===== config.mk =====
export PLATFORM = sky130hd
export DESIGN_NAME = calc_sequencer
export DESIGN_NICKNAME = d
export VERILOG_FILES = /design/src/rtl/calc_sequencer.sv
export SDC_FILE = /design/constraint.sdc
export NUM_CORES = 1
export LEC_CHECK = 0
export BUFFER_PORTS_ARGS = -buffer_cell sky130_fd_sc_hd__buf_2
export CAP_MARGIN = 20
export CORE_MARGIN = 8
export CORE_UTILIZATION = 45
export CTS_CLUSTER_DIAMETER = 30
export CTS_CLUSTER_SIZE = 14
export DETAILED_ROUTE_END_ITERATION = 6
export GPL_ROUTABILITY_DRIVEN = 0
export PLACE_DENSITY = 0.69
export REMOVE_ABC_BUFFERS = 1
export SLEW_MARGIN = 20
export SYNTH_ARGS = -nofsm -noshare
export SYNTH_HDL_FRONTEND = slang
export SYNTH_SLANG_ARGS = --single-unit

===== constraint.sdc =====
create_clock -name clk -period 5.7 [get_ports clk]
set_clock_uncertainty 0.2 [all_clocks]
set_input_delay 0.57 -clock clk [delete_from_list [all_inputs] [get_ports clk]]
set_output_delay 0.57 -clock clk [all_outputs]
set_load 0.03 [all_outputs]

===== src/rtl/calc_sequencer.sv =====
// calc_sequencer: operand/operation entry sequencer that drives a registered 4-bit ALU and shows its result.
// Latency: outputs are registered and follow the state they belong to; the ALU answers one cycle after op_code=101.
// Backpressure: none; next/clear are single-cycle pulses, and next is dropped in ISSUE, WAIT_DONE and ERROR.
//
// Ports:
//   clk, reset           rising-edge clock, asynchronous active-high reset
//   sw, next, clear      operand/op switches, advance pulse, return-to-ENTER_A pulse
//   alu_a, alu_b         registered operands to the ALU
//   op_code, compute_op  registered ALU instruction and arithmetic operation
//   alu_result, alu_done, alu_div_by_zero, alu_negative   ALU responses
//   disp_value           registered display value
//   state_out            current state encoding
//   busy, err, neg       operation in flight, fault latched, last SUB result negative
// Optional build macro CALC_SEQ_CHAIN_EN: next in SHOW feeds result[3:0] back as operand A
// and resumes at ENTER_B instead of ENTER_A.

module calc_sequencer #(
   parameter int TIMEOUT = 8
) (
   input  logic       clk,
   input  logic       reset,
   input  logic [3:0] sw,
   input  logic       next,
   input  logic       clear,
   output logic [3:0] alu_a,
   output logic [3:0] alu_b,
   output logic [2:0] op_code,
   output logic [1:0] compute_op,
   input  logic [7:0] alu_result,
   input  logic       alu_done,
   input  logic       alu_div_by_zero,
   input  logic       alu_negative,
   output logic [7:0] disp_value,
   output logic [2:0] state_out,
   output logic       busy,
   output logic       err,
   output logic       neg
);

   typedef enum logic [2:0] {
      ENTER_A   = 3'd0,
      ENTER_B   = 3'd1,
      ENTER_OP  = 3'd2,
      ISSUE     = 3'd3,
      WAIT_DONE = 3'd4,
      SHOW      = 3'd5,
      ERROR     = 3'd6
   } state_t;

   localparam logic [2:0] OP_NOOP   = 3'b000;
   localparam logic [2:0] OP_DISP_A = 3'b010;
   localparam logic [2:0] OP_DISP_B = 3'b100;
   localparam logic [2:0] OP_COMP   = 3'b101;
   localparam logic [2:0] OP_DISP_R = 3'b110;
   localparam logic [7:0] LAST_CNT  = 8'(TIMEOUT - 1);

   state_t     state, state_nxt;
   logic [7:0] result, result_nxt;
   logic [7:0] count, count_nxt;
   logic [3:0] alu_a_nxt, alu_b_nxt;
   logic [1:0] compute_op_nxt;
   logic [2:0] op_code_nxt;
   logic [7:0] disp_nxt;
   logic       busy_nxt, err_nxt, neg_nxt;

   assign state_out = state;

   always_ff @(posedge clk or posedge reset) begin
      if (reset) begin
         state      <= ENTER_A;
         alu_a      <= 4'h0;
         alu_b      <= 4'h0;
         compute_op <= 2'b00;
         op_code    <= OP_DISP_A;
         result     <= 8'h00;
         disp_value <= 8'h00;
         count      <= 8'h00;
         busy       <= 1'b0;
         err        <= 1'b0;
         neg        <= 1'b0;
      end else begin
         state      <= state_nxt;
         alu_a      <= alu_a_nxt;
         alu_b      <= alu_b_nxt;
         compute_op <= compute_op_nxt;
         op_code    <= op_code_nxt;
         result     <= result_nxt;
         disp_value <= disp_nxt;
         count      <= count_nxt;
         busy       <= busy_nxt;
         err        <= err_nxt;
         neg        <= neg_nxt;
      end
   end

   always_comb begin
      state_nxt      = state;
      alu_a_nxt      = alu_a;
      alu_b_nxt      = alu_b;
      compute_op_nxt = compute_op;
      result_nxt     = result;
      count_nxt      = count;
      neg_nxt        = neg;

      if (clear) begin
         // Operands, operation and result are deliberately kept across a clear.
         state_nxt = ENTER_A;
         neg_nxt   = 1'b0;
      end else begin
         case (state)
            ENTER_A: begin
               if (next) begin
                  alu_a_nxt = sw;
                  state_nxt = ENTER_B;
               end
            end
            ENTER_B: begin
               if (next) begin
                  alu_b_nxt = sw;
                  state_nxt = ENTER_OP;
               end
            end
            ENTER_OP: begin
               if (next) begin
                  compute_op_nxt = sw[1:0];
                  state_nxt      = ISSUE;
               end
            end
            ISSUE: begin
               count_nxt = 8'h00;
               state_nxt = WAIT_DONE;
            end
            WAIT_DONE: begin
               count_nxt = count + 8'd1;
               // Divide-by-zero wins over done; timeout only when the ALU is silent.
               if (alu_div_by_zero) begin
                  state_nxt = ERROR;
               end else if (alu_done) begin
                  result_nxt = alu_result;
                  neg_nxt    = (compute_op == 2'b01) && alu_negative;
                  state_nxt  = SHOW;
               end else if (count == LAST_CNT) begin
                  state_nxt = ERROR;
               end
            end
            SHOW: begin
               if (next) begin
`ifdef CALC_SEQ_CHAIN_EN
                  alu_a_nxt = result[3:0];
                  state_nxt = ENTER_B;
`else
                  state_nxt = ENTER_A;
`endif
               end
            end
            ERROR: begin
               state_nxt = ERROR;
            end
            default: begin
               state_nxt = ENTER_A;
            end
         endcase
      end
   end

   // Registered outputs are decoded from the next state so they line up
   // with the state register rather than lagging it by a cycle.
   always_comb begin
      op_code_nxt = OP_NOOP;
      disp_nxt    = disp_value;
      busy_nxt    = 1'b0;
      err_nxt     = 1'b0;
      case (state_nxt)
         ENTER_A: begin
            op_code_nxt = OP_DISP_A;
            disp_nxt    = {4'h0, sw};
         end
         ENTER_B: begin
            op_code_nxt = OP_DISP_B;
            disp_nxt    = {4'h0, sw};
         end
         ENTER_OP: begin
            disp_nxt = {6'h00, sw[1:0]};
         end
         ISSUE: begin
            op_code_nxt = OP_COMP;
            busy_nxt    = 1'b1;
         end
         WAIT_DONE: begin
            busy_nxt = 1'b1;
         end
         SHOW: begin
            op_code_nxt = OP_DISP_R;
            disp_nxt    = result_nxt;
         end
         ERROR: begin
            err_nxt  = 1'b1;
            disp_nxt = 8'hEE;
         end
         default: begin
            op_code_nxt = OP_NOOP;
         end
      endcase
   end

endmodule


==> run metrics, run 1 <==
Core Region 4260 um2; IO Pins 46; Final ANT Viol Nets 0; Sw Pwr ~260 uW; initial antenna violation count 0; Register-to-Register Path Depth 6; Area Growth Syn to Fin 18.9%; worst vdd ir ~0.25 mV; layout cells sized above 1 35.3%; Unique masters post-synth between 40 and 50; Max Clk Rate between 300 and 400 MHz; critical path data arrival time between 2 and 3 ns; CTS clk-pin slew, worst paths roughly 0.090 ns; Setup crit start kind flop; commonest non-fill, non-tap cell in the layout buf_2; First-pass DRT Iterations 4; post-detail-place hpwl between 3000 and 4000 um; WL final between 4000 and 5000 um; total track usage 13.9%; diode count 0; Crit path required time ~5.7 ns; Die H 81.7 um; FFs w/ async S/R, synth between 90% and 100%; clk_lat worst skew about 0.30 ns; post-route setup TNS 0 ns; Leak around 0.0012 uW; peak fanout along the critical path 9; die span in x between 80 and 90 um; deepest clock path buffer count 2; Rel. slew slack slightly above 60%; Die ar. 6670 um2; DR WL/cell roughly 16 um; hold buffer count at cts 0; Flop pwr share around 49%; combinational group share of total power 24.8%; RSZ-0062 raised after global routing no; Hold Crit Class in -> async; row count 24; Initial Util between 40% and 50%; Seq/Total Area, Yosys 55.5%; largest net degree at the start of global routing 44; final setup violating endpoints 0; switch share roughly 34%; Max Transition Viols Final 0; IO buf count 45; WS Path Type reg -> reg; DRT iter0 DRCs ~110; worst-margin pin slew 0.582 ns; Synth Instances 170; CTS tree yes; # Post-CTS Setup Buffers 0; status complete, no violations; Placed Instances 262; Final Critical Period approximately 3 ns; CP endpoint kind flop; Max-cap violations 0; Sink Count 43; vias per cell approximately 5.3; Post-Layout Cell Count between 200 and 300; synth warn 0; register bit total from synthesis 43; residual DRC count 0; CTS buffer count 5; Root Driver clkbuf_8; power density cells around 330 nW/um2; Syn Area/Cell between 10 and 15 um2; Nets around 240; gr ovfl total 0; ys flop type dfrtp_1; H-Tree Level Count 2; Final Cycle Share 52.3%; Internal slightly above 500 uW; final hold violations 0; post-synthesis instance area between 1500 and 2000 um2; post-cts sizing count 0; vias approximately 1,400; clock share of power 25.9%; EDFF count, synth 0; most frequent cells in the layout buf_2 (45), dfrtp_1 (42), nor2_1 (18), mux2_2 (18), nand2_1 (12); vias in the first global route ~1,500; global-route wire length before repair between 7000 and 8000 um
[cell families (layout without fill, tap and decap cells)]
kind of cell	Yosys count	after routing	share of synthesized area, %
buffers and inverters	13	61	2.58
AND/OR/NAND/NOR	55	55	14.6
XOR/XNOR	5	5	2.26
adder cells (fa/ha/maj)	1	1	0.645
multiplexers	24	24	13.8
flip-flops	43	43	55.5
AO/OA/AOI/OAI	29	29	10.5
[metal layers]
| layer | global-route usage, % | routed length [um] | up-vias |
|---|---|---|---|
| met3 | 5.69 | 387 | 5 |
| met4 | 4.21 | 47 | 0 |
| li1 | - | - | 692 |
| met2 | 21.4 | 1980 | 49 |
| met5 | 0 | 0 | - |
| met1 | 17.6 | 1930 | 686 |
[worst paths after layout]
kind	from	to	slack, ns
max	count[3]	disp_value[2]	2.72
min	reset	result[4]	0.19
max reg2reg	count[3]	disp_value[2]	2.72
min reg2reg	result[3]	result[3]	0.30
max in group asynchronous	reset	alu_b[0]	4.75
min in group clk	result[3]	result[3]	0.30
[per-stage QoR]
stage	power, uW	utilization (%)	setup WS (ns)	hold slack (ns)	area, um2
2_1_floorplan	516	-	2.87	0.250	1920
3_3_place_gp	577	51.9	2.75	0.275	2210
3_5_place_dp	581	51.9	2.70	0.285	2210
4_1_cts	783	54.1	2.70	0.208	2310
5_1_grt	814	54.1	2.57	0.250	2310
6_report	772	54.1	2.72	0.186	2310
[critical path, stage by stage, from the launching register on]
cell and delay, ns:
dfrtp_1 0.43, or4_1 0.51, or3_1 0.32, a221o_1 0.39, nor2b_4 0.16, mux2i_2 0.49, mux2_2 0.39
[power by group through the flow]
stage,clock network [uW],registers (uW),logic [uW]
finish,200,380,191
global route,220,387,207
CTS,206,382,195
detailed placement,0,387,194
global placement,0,385,192
floorplan,0,444,72.0
[final cells by class]
| type | instances | area, um2 |
|---|---|---|
| clock buffer | 5 | 68.8 |
| clock inverter | 3 | 23.8 |
| fill | 390 | 1960 |
| inverter | 7 | 26.3 |
| multi-input combinational | 114 | 812 |
| sequential | 43 | 1080 |
| tap | 52 | 65.1 |
| timing repair buffer | 46 | 233 |
[state kept, by name, indices dropped and copies added (netlist names)]
register    flops
count           8
disp_value      8
result          8
alu_a           4
alu_b           4
op_code         3
state_out       3
compute_op      2
busy            1
err             1
neg             1
[synth_stat cells, types with 4 or more instances]
library cell	count	area, um2
a221o_1	4	40.0
nand3_1	4	20.0
dfrtp_1	42	1050
mux2_2	18	203
nor2_1	18	67.6
xor2_1	4	35.0
inv_1	7	26.3
o21ai_0	5	25.0
mux2i_1	4	40.0
nand2b_1	5	31.3
a21oi_1	9	45.0
nand2_1	12	45.0
Note: power is estimated with default switching activity, not from simulation.
==> inputs of run 2 (changes only) <==
clock period = 3 ns   (was 5.7 ns; I/O delays follow)
==> run 2 against run 1 <==
Worst setup slack worse by 2.6 ns; highest routed layer unchanged; clock power up 130%; sequential power up 90%; critical endpoint is now disp_value[1]; critical path depth unchanged; via count up 1.0%; first-iteration DRC count down 39%; hold slack worse by 0.14 ns.
==> run metrics, run 2 (synthesized netlist as in run 1, its figures left out) <==
diode count 0 (unchanged); post-detail-place hpwl 3240 um (was 3180 um); row count 24 (unchanged); worst vdd ir 0.360 mV (was 0.247 mV); total track usage 14.1% (was 13.9%); Leak 0.00120 uW (was 0.00116 uW); post-route setup TNS 0 ns (unchanged); Sequential Area 1080 um2 (unchanged); Setup crit start kind flop (unchanged); CTS tree yes (unchanged); residual DRC count 0 (unchanged); worst-margin pin slew 0.534 ns (was 0.582 ns); CTS buffer count 5 (unchanged); filler cell count 396 (was 390); GR Layer Usage met3 6.13% (was 5.69%); gr ovfl total 0 (unchanged); initial antenna violation count 0 (unchanged); vias 1,447 (was 1,432); Initial Util 45.5% (unchanged); Core Region 4260 um2 (unchanged); Root Driver clkbuf_8 (unchanged); DR WL/cell 16.1 um (about the same); IO buf count 45 (unchanged); Max-cap violations 0 (unchanged); largest net degree at the start of global routing 44 (unchanged); peak fanout along the critical path 5 (was 9); layout cells sized above 1 36.0% (was 35.3%); Nets 241 (was 237); Area Growth Syn to Fin 21.6% (was 18.9%); final hold violations 0 (unchanged); GR peak layer met2 (unchanged); status complete, no violations (unchanged); vias in the first global route 1,507 (was 1,505); grt met1 use 18.0% (was 17.6%); Largest regs count (8), disp_value (8), result (8) (unchanged); IO Pins 46 (unchanged); deepest clock path buffer count 2 (unchanged); commonest non-fill, non-tap cell in the layout buf_2 (unchanged); most frequent cells in the layout buf_2 (45), dfrtp_1 (42), nor2_1 (18), mux2_2 (18), nand2_1 (12) (unchanged); hold buffer count at cts 1 (was 0); final setup violating endpoints 0 (unchanged); Final ANT Viol Nets 0 (unchanged); global-route wire length before repair 7230 um (was 7130 um); Hold Crit Class in -> reg (was in -> async); clk_lat worst skew 0.30 ns (about the same); RSZ-0062 raised after global routing no (unchanged); overall power 1550 uW (was 772 uW); power density cells 656 nW/um2 (was 335 nW/um2); Die ar. 6670 um2 (unchanged); WL final 4420 um (was 4350 um); CP endpoint kind flop (unchanged); Die H 81.7 um (unchanged); WS Path Type reg -> reg (unchanged); M2 GR Usage 20.8% (was 21.4%); Max Transition Viols Final 0 (unchanged); die span in x 81.7 um (unchanged); vias per cell 5.28 (was 5.30); Final Cycle Share 94.6% (was 52.3%); Max Clk Rate 352 MHz (was 336 MHz); DRT iter0 DRCs 69 (was 113); critical path data arrival time 2.83 ns (was 2.97 ns); Crit path required time 2.99 ns (was 5.69 ns); Sink Count 43 (unchanged); H-Tree Level Count 2 (unchanged); post-cts sizing count 0 (unchanged); Rel. slew slack 64.4% (was 61.2%); # Post-CTS Setup Buffers 0 (unchanged); Multi-input gate area 812 um2 (unchanged); CTS clk-pin slew, worst paths 0.08 ns (was 0.09 ns); First-pass DRT Iterations 4 (unchanged); Final Critical Period 2.84 ns (was 2.98 ns)
==> run 2: layout make-up <==
class,count,share of cell area [%]
multi-input combinational,114,34.4
clock inverter,3,1.86
tap,52,2.76
inverter,7,1.11
timing repair buffer,50,11.2
sequential,43,45.7
clock buffer,5,2.92
==> run 2: final timing paths <==
check                                    from       endpoint  slack (ns)  cells after the start
worst max-delay path                 count[3]  disp_value[1]        0.16                      6
worst min-delay path            alu_result[0]      result[0]        0.05                      2
worst max register to register       count[3]  disp_value[1]        0.16                      6
worst min register to register      result[0]      result[0]        0.30                      1
max in group asynchronous               reset       count[6]        1.76                      4
min in group asynchronous               reset      result[4]        0.47                      4
==> run 2: report_power, final <==
group	internal [uW]	switching (uW)
clock network	248	204
logic	137	236
registers	668	55.0
total	1050	496
==> run 2: layer usage <==
metal,vias to the layer above,share of wire [%]
li1,699,-
met1,699,46
met2,42,44
met3,7,8.7
met4,0,1.2
met5,-,0
==> run 2: through the flow <==
stage / utilization [%] / instance area [um2] / cells / setup slack (ns) / hold WS [ns]
2_1_floorplan: - / 1920 / 164 / 0.168 / 0.163
3_3_place_gp: 52.4 / 2240 / 265 / 0.233 / 0.266
3_5_place_dp: 52.4 / 2240 / 265 / 0.161 / 0.267
4_1_cts: 55.3 / 2360 / 274 / 0.150 / 0.0430
5_1_grt: 55.3 / 2360 / 274 / 0.0594 / 0.0550
6_report: 55.3 / 2360 / 274 / 0.161 / 0.0491
==> run 2: worst max-delay path, cell delays in order (launching register included) <==
cell and delay (ns):
dfrtp_1 0.43, or4_1 0.52, or3_1 0.31, a221o_1 0.40
nor2b_4 0.17, mux2i_2 0.33, mux2_2 0.37
